[src/rtl/pe_ctrl_pkg.sv]
// ============================================================================
// Module   : pe_ctrl_pkg
// Purpose  : Shared state and phase encodings for the PE psum controller.
// Revision : 1.0 - initial release
// ============================================================================
`default_nettype none

package pe_ctrl_pkg;

  typedef enum logic [1:0] {
    IDLE    = 2'd0,
    COMPUTE = 2'd1,
    DRAIN   = 2'd2,
    DONE    = 2'd3
  } pe_state_e;

  // Sub-steps of one (o,k) step: spad read, multiply, psum write-back.
  localparam logic [1:0] PH_RD  = 2'd0;
  localparam logic [1:0] PH_MAC = 2'd1;
  localparam logic [1:0] PH_WR  = 2'd2;

endpackage : pe_ctrl_pkg

`default_nettype wire

[src/rtl/pe_phase_ctr.sv]
// ============================================================================
// Module   : pe_phase_ctr
// Purpose  : Mod-3 read/MAC/write phase counter; in_valid gates phase 0 only.
// Revision : 1.0 - initial release
// ============================================================================
`default_nettype none

module pe_phase_ctr
  import pe_ctrl_pkg::*;
(
  input  logic       clk,
  input  logic       rstn,
  input  logic       i_en,
  input  logic       i_clr,
  input  logic       i_in_valid,
  output logic [1:0] o_phase,
  output logic       o_tc
);

  logic [1:0] r_phase;
  logic       w_adv;

  // Phase 0 waits for spad data; the MAC and write phases never stall.
  assign w_adv = i_en && ((r_phase != PH_RD) || i_in_valid);

  always_ff @(posedge clk or negedge rstn) begin
    if (!rstn) begin
      r_phase <= PH_RD;
    end else if (i_clr) begin
      r_phase <= PH_RD;
    end else if (w_adv) begin
      r_phase <= (r_phase == PH_WR) ? PH_RD : r_phase + 2'd1;
    end
  end

  assign o_phase = r_phase;
  assign o_tc    = w_adv && (r_phase == PH_WR);

endmodule : pe_phase_ctr

`default_nettype wire

[src/rtl/pe_psum_ctrl.sv]
// ============================================================================
// Module   : pe_psum_ctrl
// Purpose  : Row-stationary PE sequencer: k/o loop walk, strobes, psum drain.
// Revision : 1.0 - initial release
// ============================================================================
`default_nettype none

module pe_psum_ctrl
  import pe_ctrl_pkg::*;
#(
  parameter int ADDR_W  = 4,
  parameter int IADDR_W = ADDR_W + 1
) (
  input  logic               clk,
  input  logic               rstn,
  input  logic               start,
  input  logic [ADDR_W-1:0]  cfg_filt_len,
  input  logic [ADDR_W-1:0]  cfg_ofmap_len,
  input  logic               in_valid,
  input  logic               out_ready,
  output logic               busy,
  output logic               done,
  output logic [IADDR_W-1:0] ifmap_addr,
  output logic [ADDR_W-1:0]  filt_addr,
  output logic [ADDR_W-1:0]  psum_addr,
  output logic               spad_rd_en,
  output logic               mac_en,
  output logic               psum_rd_en,
  output logic               psum_wr_en,
  output logic               acc_first,
  output logic               out_valid
);

  pe_state_e         r_state;
  logic [ADDR_W-1:0] r_filt_len;
  logic [ADDR_W-1:0] r_ofmap_len;
  logic [ADDR_W-1:0] r_k;
  logic [ADDR_W-1:0] r_o;
  logic [ADDR_W-1:0] r_d;

  logic [1:0]        w_phase;
  logic              w_tc;
  logic              w_in_compute;
  logic              w_k_last;
  logic              w_o_last;
  logic              w_d_last;
  logic              w_cfg_zero;

  assign w_in_compute = (r_state == COMPUTE);
  assign w_k_last     = (r_k == r_filt_len  - ADDR_W'(1));
  assign w_o_last     = (r_o == r_ofmap_len - ADDR_W'(1));
  assign w_d_last     = (r_d == r_ofmap_len - ADDR_W'(1));
  assign w_cfg_zero   = (cfg_filt_len == '0) || (cfg_ofmap_len == '0);

  pe_phase_ctr u_phase_ctr (
    .clk        (clk),
    .rstn       (rstn),
    .i_en       (w_in_compute),
    .i_clr      (!w_in_compute),
    .i_in_valid (in_valid),
    .o_phase    (w_phase),
    .o_tc       (w_tc)
  );

  always_ff @(posedge clk or negedge rstn) begin
    if (!rstn) begin
      r_state     <= IDLE;
      r_filt_len  <= '0;
      r_ofmap_len <= '0;
      r_k         <= '0;
      r_o         <= '0;
      r_d         <= '0;
    end else begin
      case (r_state)
        IDLE: begin
          if (start) begin
            r_filt_len  <= cfg_filt_len;
            r_ofmap_len <= cfg_ofmap_len;
            r_k         <= '0;
            r_o         <= '0;
            r_d         <= '0;
            r_state     <= w_cfg_zero ? DONE : COMPUTE;
          end
        end
        COMPUTE: begin
          // Loop indices only move once the write phase of a step retires.
          if (w_tc) begin
            if (w_k_last) begin
              r_k <= '0;
              if (w_o_last) begin
                r_d     <= '0;
                r_state <= DRAIN;
              end else begin
                r_o <= r_o + ADDR_W'(1);
              end
            end else begin
              r_k <= r_k + ADDR_W'(1);
            end
          end
        end
        DRAIN: begin
          if (out_ready) begin
            if (w_d_last) begin
              r_state <= DONE;
            end else begin
              r_d <= r_d + ADDR_W'(1);
            end
          end
        end
        DONE: begin
          r_state <= IDLE;
        end
        default: begin
          r_state <= IDLE;
        end
      endcase
    end
  end

  always_comb begin
    spad_rd_en = 1'b0;
    mac_en     = 1'b0;
    psum_rd_en = 1'b0;
    psum_wr_en = 1'b0;
    acc_first  = 1'b0;
    if (w_in_compute) begin
      case (w_phase)
        PH_RD: begin
          spad_rd_en = in_valid;
        end
        PH_MAC: begin
          mac_en     = 1'b1;
          psum_rd_en = (r_k != '0);
        end
        PH_WR: begin
          psum_wr_en = 1'b1;
          acc_first  = (r_k == '0);
        end
        default: begin
          spad_rd_en = 1'b0;
        end
      endcase
    end
  end

  // Addresses are forced to zero outside the states that own them, so reset is clean.
  assign ifmap_addr = w_in_compute ? (IADDR_W'(r_o) + IADDR_W'(r_k)) : '0;
  assign filt_addr  = w_in_compute ? r_k : '0;
  assign psum_addr  = w_in_compute ? r_o : ((r_state == DRAIN) ? r_d : '0);
  assign out_valid  = (r_state == DRAIN);
  assign busy       = (r_state != IDLE);
  assign done       = (r_state == DONE);

endmodule : pe_psum_ctrl

`default_nettype wire

[config.mk]
export PLATFORM = sky130hd
export DESIGN_NAME = pe_psum_ctrl
export DESIGN_NICKNAME = d
export VERILOG_FILES = /design/src/rtl/pe_ctrl_pkg.sv /design/src/rtl/pe_phase_ctr.sv /design/src/rtl/pe_psum_ctrl.sv
export SDC_FILE = /design/constraint.sdc
export NUM_CORES = 1
export LEC_CHECK = 0
export CAP_MARGIN = 10
export CORE_MARGIN = 1
export CORE_UTILIZATION = 52
export DETAILED_ROUTE_END_ITERATION = 12
export HOLD_SLACK_MARGIN = 0.02
export PLACE_DENSITY = 0.87
export SLEW_MARGIN = 20
export SYNTH_ARGS = -nofsm -noshare
export SYNTH_HDL_FRONTEND = slang
export SYNTH_SLANG_ARGS = --single-unit
[constraint.sdc]
create_clock -name clk -period 3.1 [get_ports clk]
set_input_delay 0.62 -clock clk [delete_from_list [all_inputs] [get_ports clk]]
set_output_delay 0.62 -clock clk [all_outputs]
set_load 0.01 [all_outputs]
## Word-level counts from Yosys, hierarchy flattened

Index checks and enable logic that the tools add are counted.

- Add/sub/neg operators: 7
- Eq/ne operators: 17
- Muxes and demuxes: 39
- Reduce and logical (&&, ||, !) cells: 19

Operator list:

| operator | count |
|---|---|
| two-way mux 4 bit | 14 |
| two-way mux 2 bit | 10 |
| != test 2 bit, second input constant | 8 |
| one-hot mux 4 bit (2 select lines) | 2 |
| adder 4 x 1 -> 4 bit, second input constant | 3 |
| == test 4 bit | 3 |
| logical NOT 4 bit | 3 |
| one-hot mux 4 bit (3 select lines) | 1 |
| two-way mux 1 bit | 10 |
| one-hot mux 2 bit (4 select lines) | 1 |
| subtractor 4 x 1 -> 4 bit, second input constant | 2 |
| AND reduction 7 bit | 1 |
| == test 2 bit, second input constant | 3 |
| AND reduction 6 bit | 1 |
| nonzero test 2 bit | 3 |
| adder 4 x 4 -> 5 bit | 1 |
| two-way mux 5 bit | 1 |
| AND reduction 5 bit | 1 |
| == test 2 x 1 -> 1 bit, second input constant | 2 |
| logical NOT 2 bit | 2 |
| nonzero test 4 bit | 1 |
| AND reduction 3 bit | 1 |
| nonzero test 3 bit | 1 |
| adder 2 x 1 -> 2 bit, second input constant | 1 |
| 4 further kinds | 6 |

- Bits in registers: 24
- Input bits: 13

## Depth between registers and ports, before layout

- Depth in word-level cells: 6
- Mapped depth: 9

## By module

From an unflattened synthesis, not the netlist that was laid out.

- Cell total of the unflattened synthesis: 189
- Area total of the unflattened synthesis: 1829.3 um^2

Modules (own cells, without submodules):

| module | instances | cells each | area each (um^2) |
|---|---|---|---|
| pe_psum_ctrl | 1 | 179 | 1730.4 |
| pe_phase_ctr | 1 | 10 | 98.8 |

## Worst setup path after synthesis

Ideal clock, no wire load.

- Path type: register -> output
- From: register r_state[1]
- To: output psum_rd_en
- Arrival time: 1.965 ns
- Data required time: 2.480 ns
- Slack: 0.515 ns
- Stages on the path, launching flop included: 8
- Path buffers: 2
- Path through: dfrtp_1 inv_1 ha_1 clkbuf_1 inv_1 clkbuf_1 nor3b_1 a21boi_0

- Cells in the longest elaborated chain, start to end: 2

Ends and longest elaborated chain:

| what | RTL line | RTL |
|---|---|---|
| from (decl) | pe_psum_ctrl.sv:34 | `pe_state_e r_state;` |
| from (signal assigned) | pe_psum_ctrl.sv:82 | `r_state <= w_cfg_zero ? DONE : COMPUTE;` |
| == test 2 x 1 -> 1 bit | pe_psum_ctrl.sv:49 | `assign w_in_compute = (r_state == COMPUTE);` |
| two-way mux 1 bit | pe_psum_ctrl.sv:126 | `if (w_in_compute) begin` |
| to (decl) | pe_psum_ctrl.sv:28 | `output logic psum_rd_en,` |

Every way passes these cells.

## Worst setup path in the final report

- From: register r_k[0]
- To: output ifmap_addr[4]

- Cells in the longest elaborated chain, start to end: 2

Ends and longest elaborated chain:

| what | RTL line | RTL |
|---|---|---|
| from (decl) | pe_psum_ctrl.sv:37 | `logic [ADDR_W-1:0] r_k;` |
| from (signal assigned) | pe_psum_ctrl.sv:97 | `r_k <= r_k + ADDR_W'(1);` |
| adder 4 x 4 -> 5 bit | pe_psum_ctrl.sv:147 | `assign ifmap_addr = w_in_compute ? (IADDR_W'(r_o) + IADDR_W'(r_k)) : '0;` |
| two-way mux 5 bit | pe_psum_ctrl.sv:147 |  |
| to (decl) | pe_psum_ctrl.sv:23 | `output logic [IADDR_W-1:0] ifmap_addr,` |

Every way passes these cells.

==> metrics.cfg <==
[yosys]
ys_types = 41
async_flop_share_pct = 100
netlist_top_cells_area = dfrtp_1 34%, ha_1 11%, mux2_2 5.8%, xor2_1 5.0%, xnor2_1 4.0%
ys_seq_elements = 24
syn-cell-area_sq_mm = 0.00175
synth_fp_nets = 213
yosysTopAreaCell = dfrtp_1
synth_edf_count = 0
syn_area_per_cell_sq_um = 9.51
post-synth-top-area-fraction_pct = 34.3
post-synth-top-count-cell = dfrtp_1
synth_common_cells = 24 x dfrtp_1, 17 x nand2_1, 15 x ha_1
synthFlopType = dfrtp_1
synth-seq-area-share_pct = 34.3
syn_inst = 184
synth_warnings = 0

[status]
outcome = finished, final reports clean

[floorplanning]
ios = 34
num_rows = 20
dieArea_sq_mm = 0.00360
die_w_microns = 60
start_util_pct = 55.9
core-area_sq_mm = 0.00313
dieHeight_microns = 60

[critical_path]
worstPathMaxFanout = 7
crit_path_start_kind = register
cp.arrival_ns = 2.31
crit_type = register to output port
required_ns = 2.48
endpoint_kind = output port

[global_routing]
grt_usage_pct = 22.2
grt_max_degree = 25
busiest_layer = met2
grt_pass1_vias = 1399
overflow = 0
antenna_found_initial = 0
use_met1_pct = 29.9
grt_pass1_wl_microns = 6120
grt_use_met3_pct = 2.16
use_met2_pct = 37.6

[sta]
finalSetupViolCount = 0
worst_slew_margin_rel_pct = 62.7
worstMarginPinSlew_ns = 0.554
slew_violations = 0
fmax_ghz = 0.341
clock_skew_ns = 0.00799
hold_viol = 0
tns_ns = 0
fin_crit_sh_pct = 94.7
period_needed_ns = 2.93
rsz0062_at_grt = no

[cells_and_area]
layout-drive-gt1-share_pct = 11.9
area.growth.synth_to_final_pct = 25.6
num-nets-final = 249
finalInstanceArea_sq_mm = 0.00220
fillCellCount = 242
seq_area_sq_um = 601
multiInputGateArea_sq_mm = 0.00109
insertedDiodeCount = 0
finalNonFillerCells = 263

[drt]
wl_per_cell_microns = 13.3
routed_wirelength_microns = 3500
firstDrtPassIters = 4
antenna_left = 0
viasPerCell = 5.43
drtIter0Drc = 45
num_vias = 1428
drc = 0

[clock_network]
postCtsSetupBuffers = 0
htree_num_levels = 1
cts_hold_buf = 0
cts-root-buf = clkbuf_4
numCtsBuffers = 3
numClockSinks = 24
clk_pin_slew_ns = 0.15
insertion_delay_ns = 0.33
clock_path_buffers = 2
cts_tree = built

[place]
globalplace.congestion = 0.771
placed_area_sq_mm = 0.00214
place_hpwl_microns = 2700
place_inst = 259
port_buffers = 33

[power]
power.density_mw_per_mm2 = 951
ir_drop_mv = 0.487
leakagePower_nw = 0.973

[min_path]
hold_class = register to register

[job]
maxCapViolations = 0

-- cell families (layout without fill, tap and decap cells) --
group | Yosys count | after routing | share of synthesized area, %
AND/OR/NAND/NOR | 66 | 66 | 20.6
AO/OA/AOI/OAI | 31 | 31 | 12.9
flip-flops | 24 | 24 | 34.3
XOR/XNOR | 19 | 19 | 9.94
buffers and inverters | 18 | 53 | 3.93
adder cells (fa/ha/maj) | 16 | 16 | 11.9
multiplexers | 10 | 10 | 6.37
-- layer usage --
layer | up-vias | wire length [microns]
met5 | - | 0
met4 | 0 | 40
met3 | 4 | 82
met2 | 25 | 1710
met1 | 676 | 1670
li1 | 723 | -
-- timing repair --
item / CTS / global route
endpoints found under the setup margin: 0 / 2
hold endpoints to repair: 0 / 0
gates resized for setup: 0 / 2
-- worst max-delay path, stage by stage (launching register included) --
cell and delay [ns]:
dfrtp_1 0.48, ha_1 0.26, fa_1 0.40, a21o_1 0.17, a21oi_1 0.14, nor2_1 0.05
clkdlybuf4s50_1 0.48
-- power breakdown --
| part | leakage [nW] | internal (mW) | switching, mW | total [mW] |
|---|---|---|---|---|
| registers | 0.307 | 0.436 | 0.178 | 0.615 |
| clock network | 0.0279 | 0.131 | 0.106 | 0.237 |
| logic | 0.638 | 0.605 | 0.633 | 1.24 |
-- flip-flops by register name, summed over array words and instances (netlist names) --
name and count:
r_filt_len 4, r_k 4, r_ofmap_len 4, r_d 4
u_phase_ctr.o_phase 2, r_state 2, r_o 4
-- final cells by class --
class                           count  area share, %
Timing Repair Buffer               36           16.1
Clock inverter                      1           1.37
Inverter                           13           2.22
Clock buffer                        3           1.03
Sequential cell                    24           27.3
Tap cell                           44           2.51
Multi-Input combinational cell    142           49.5
-- layout by cell type, fill, tap and decap left out, types with 2 or more instances in the layout --
master,netlist,layout
buf_4,0,3
clkdlybuf4s50_1,0,33
mux2_2,9,9
o21ai_0,11,11
nand2b_1,5,5
a21o_1,2,2
dfrtp_1,24,24
nand4_1,2,2
inv_1,13,13
nor2_1,11,11
nand3_1,8,8
xnor2_1,8,8
and2_1,4,4
nand2_1,17,17
nand3b_1,3,3
ha_1,15,14
clkbuf_4,0,3
xor2_1,10,10
a21oi_1,3,3
nor4b_1,2,2
o221ai_1,3,3
or4_1,4,4
o31ai_1,5,5
-- metrics by stage --
step	total power [mW]	setup slack (ns)	utilization, %	hold WS, ns
2_1_floorplan	1.48	0.515	-	0.324
6_report	2.09	0.166	70.2	0.514
4_1_cts	2.08	0.157	70.0	0.507
5_1_grt	2.25	0.0299	70.2	0.539
3_5_place_dp	1.85	0.505	68.3	0.486
3_3_place_gp	1.80	0.554	68.3	0.486
-- path summary, 6_finish.rpt --
path | from | to | cells past startpoint | slack (ns)
max | r_k[0] | ifmap_addr[4] | 6 | 0.17
min | u_phase_ctr.o_phase[0] | u_phase_ctr.o_phase[0] | 1 | 0.51
max reg2reg | r_ofmap_len[0] | r_d[3] | 8 | 0.57
min reg2reg | u_phase_ctr.o_phase[0] | u_phase_ctr.o_phase[0] | 1 | 0.51
max in group asynchronous | rstn | r_d[1] | 2 | 2.24
min in group asynchronous | rstn | r_filt_len[3] | 2 | 0.62
Power figures use the tool's default switching activity.
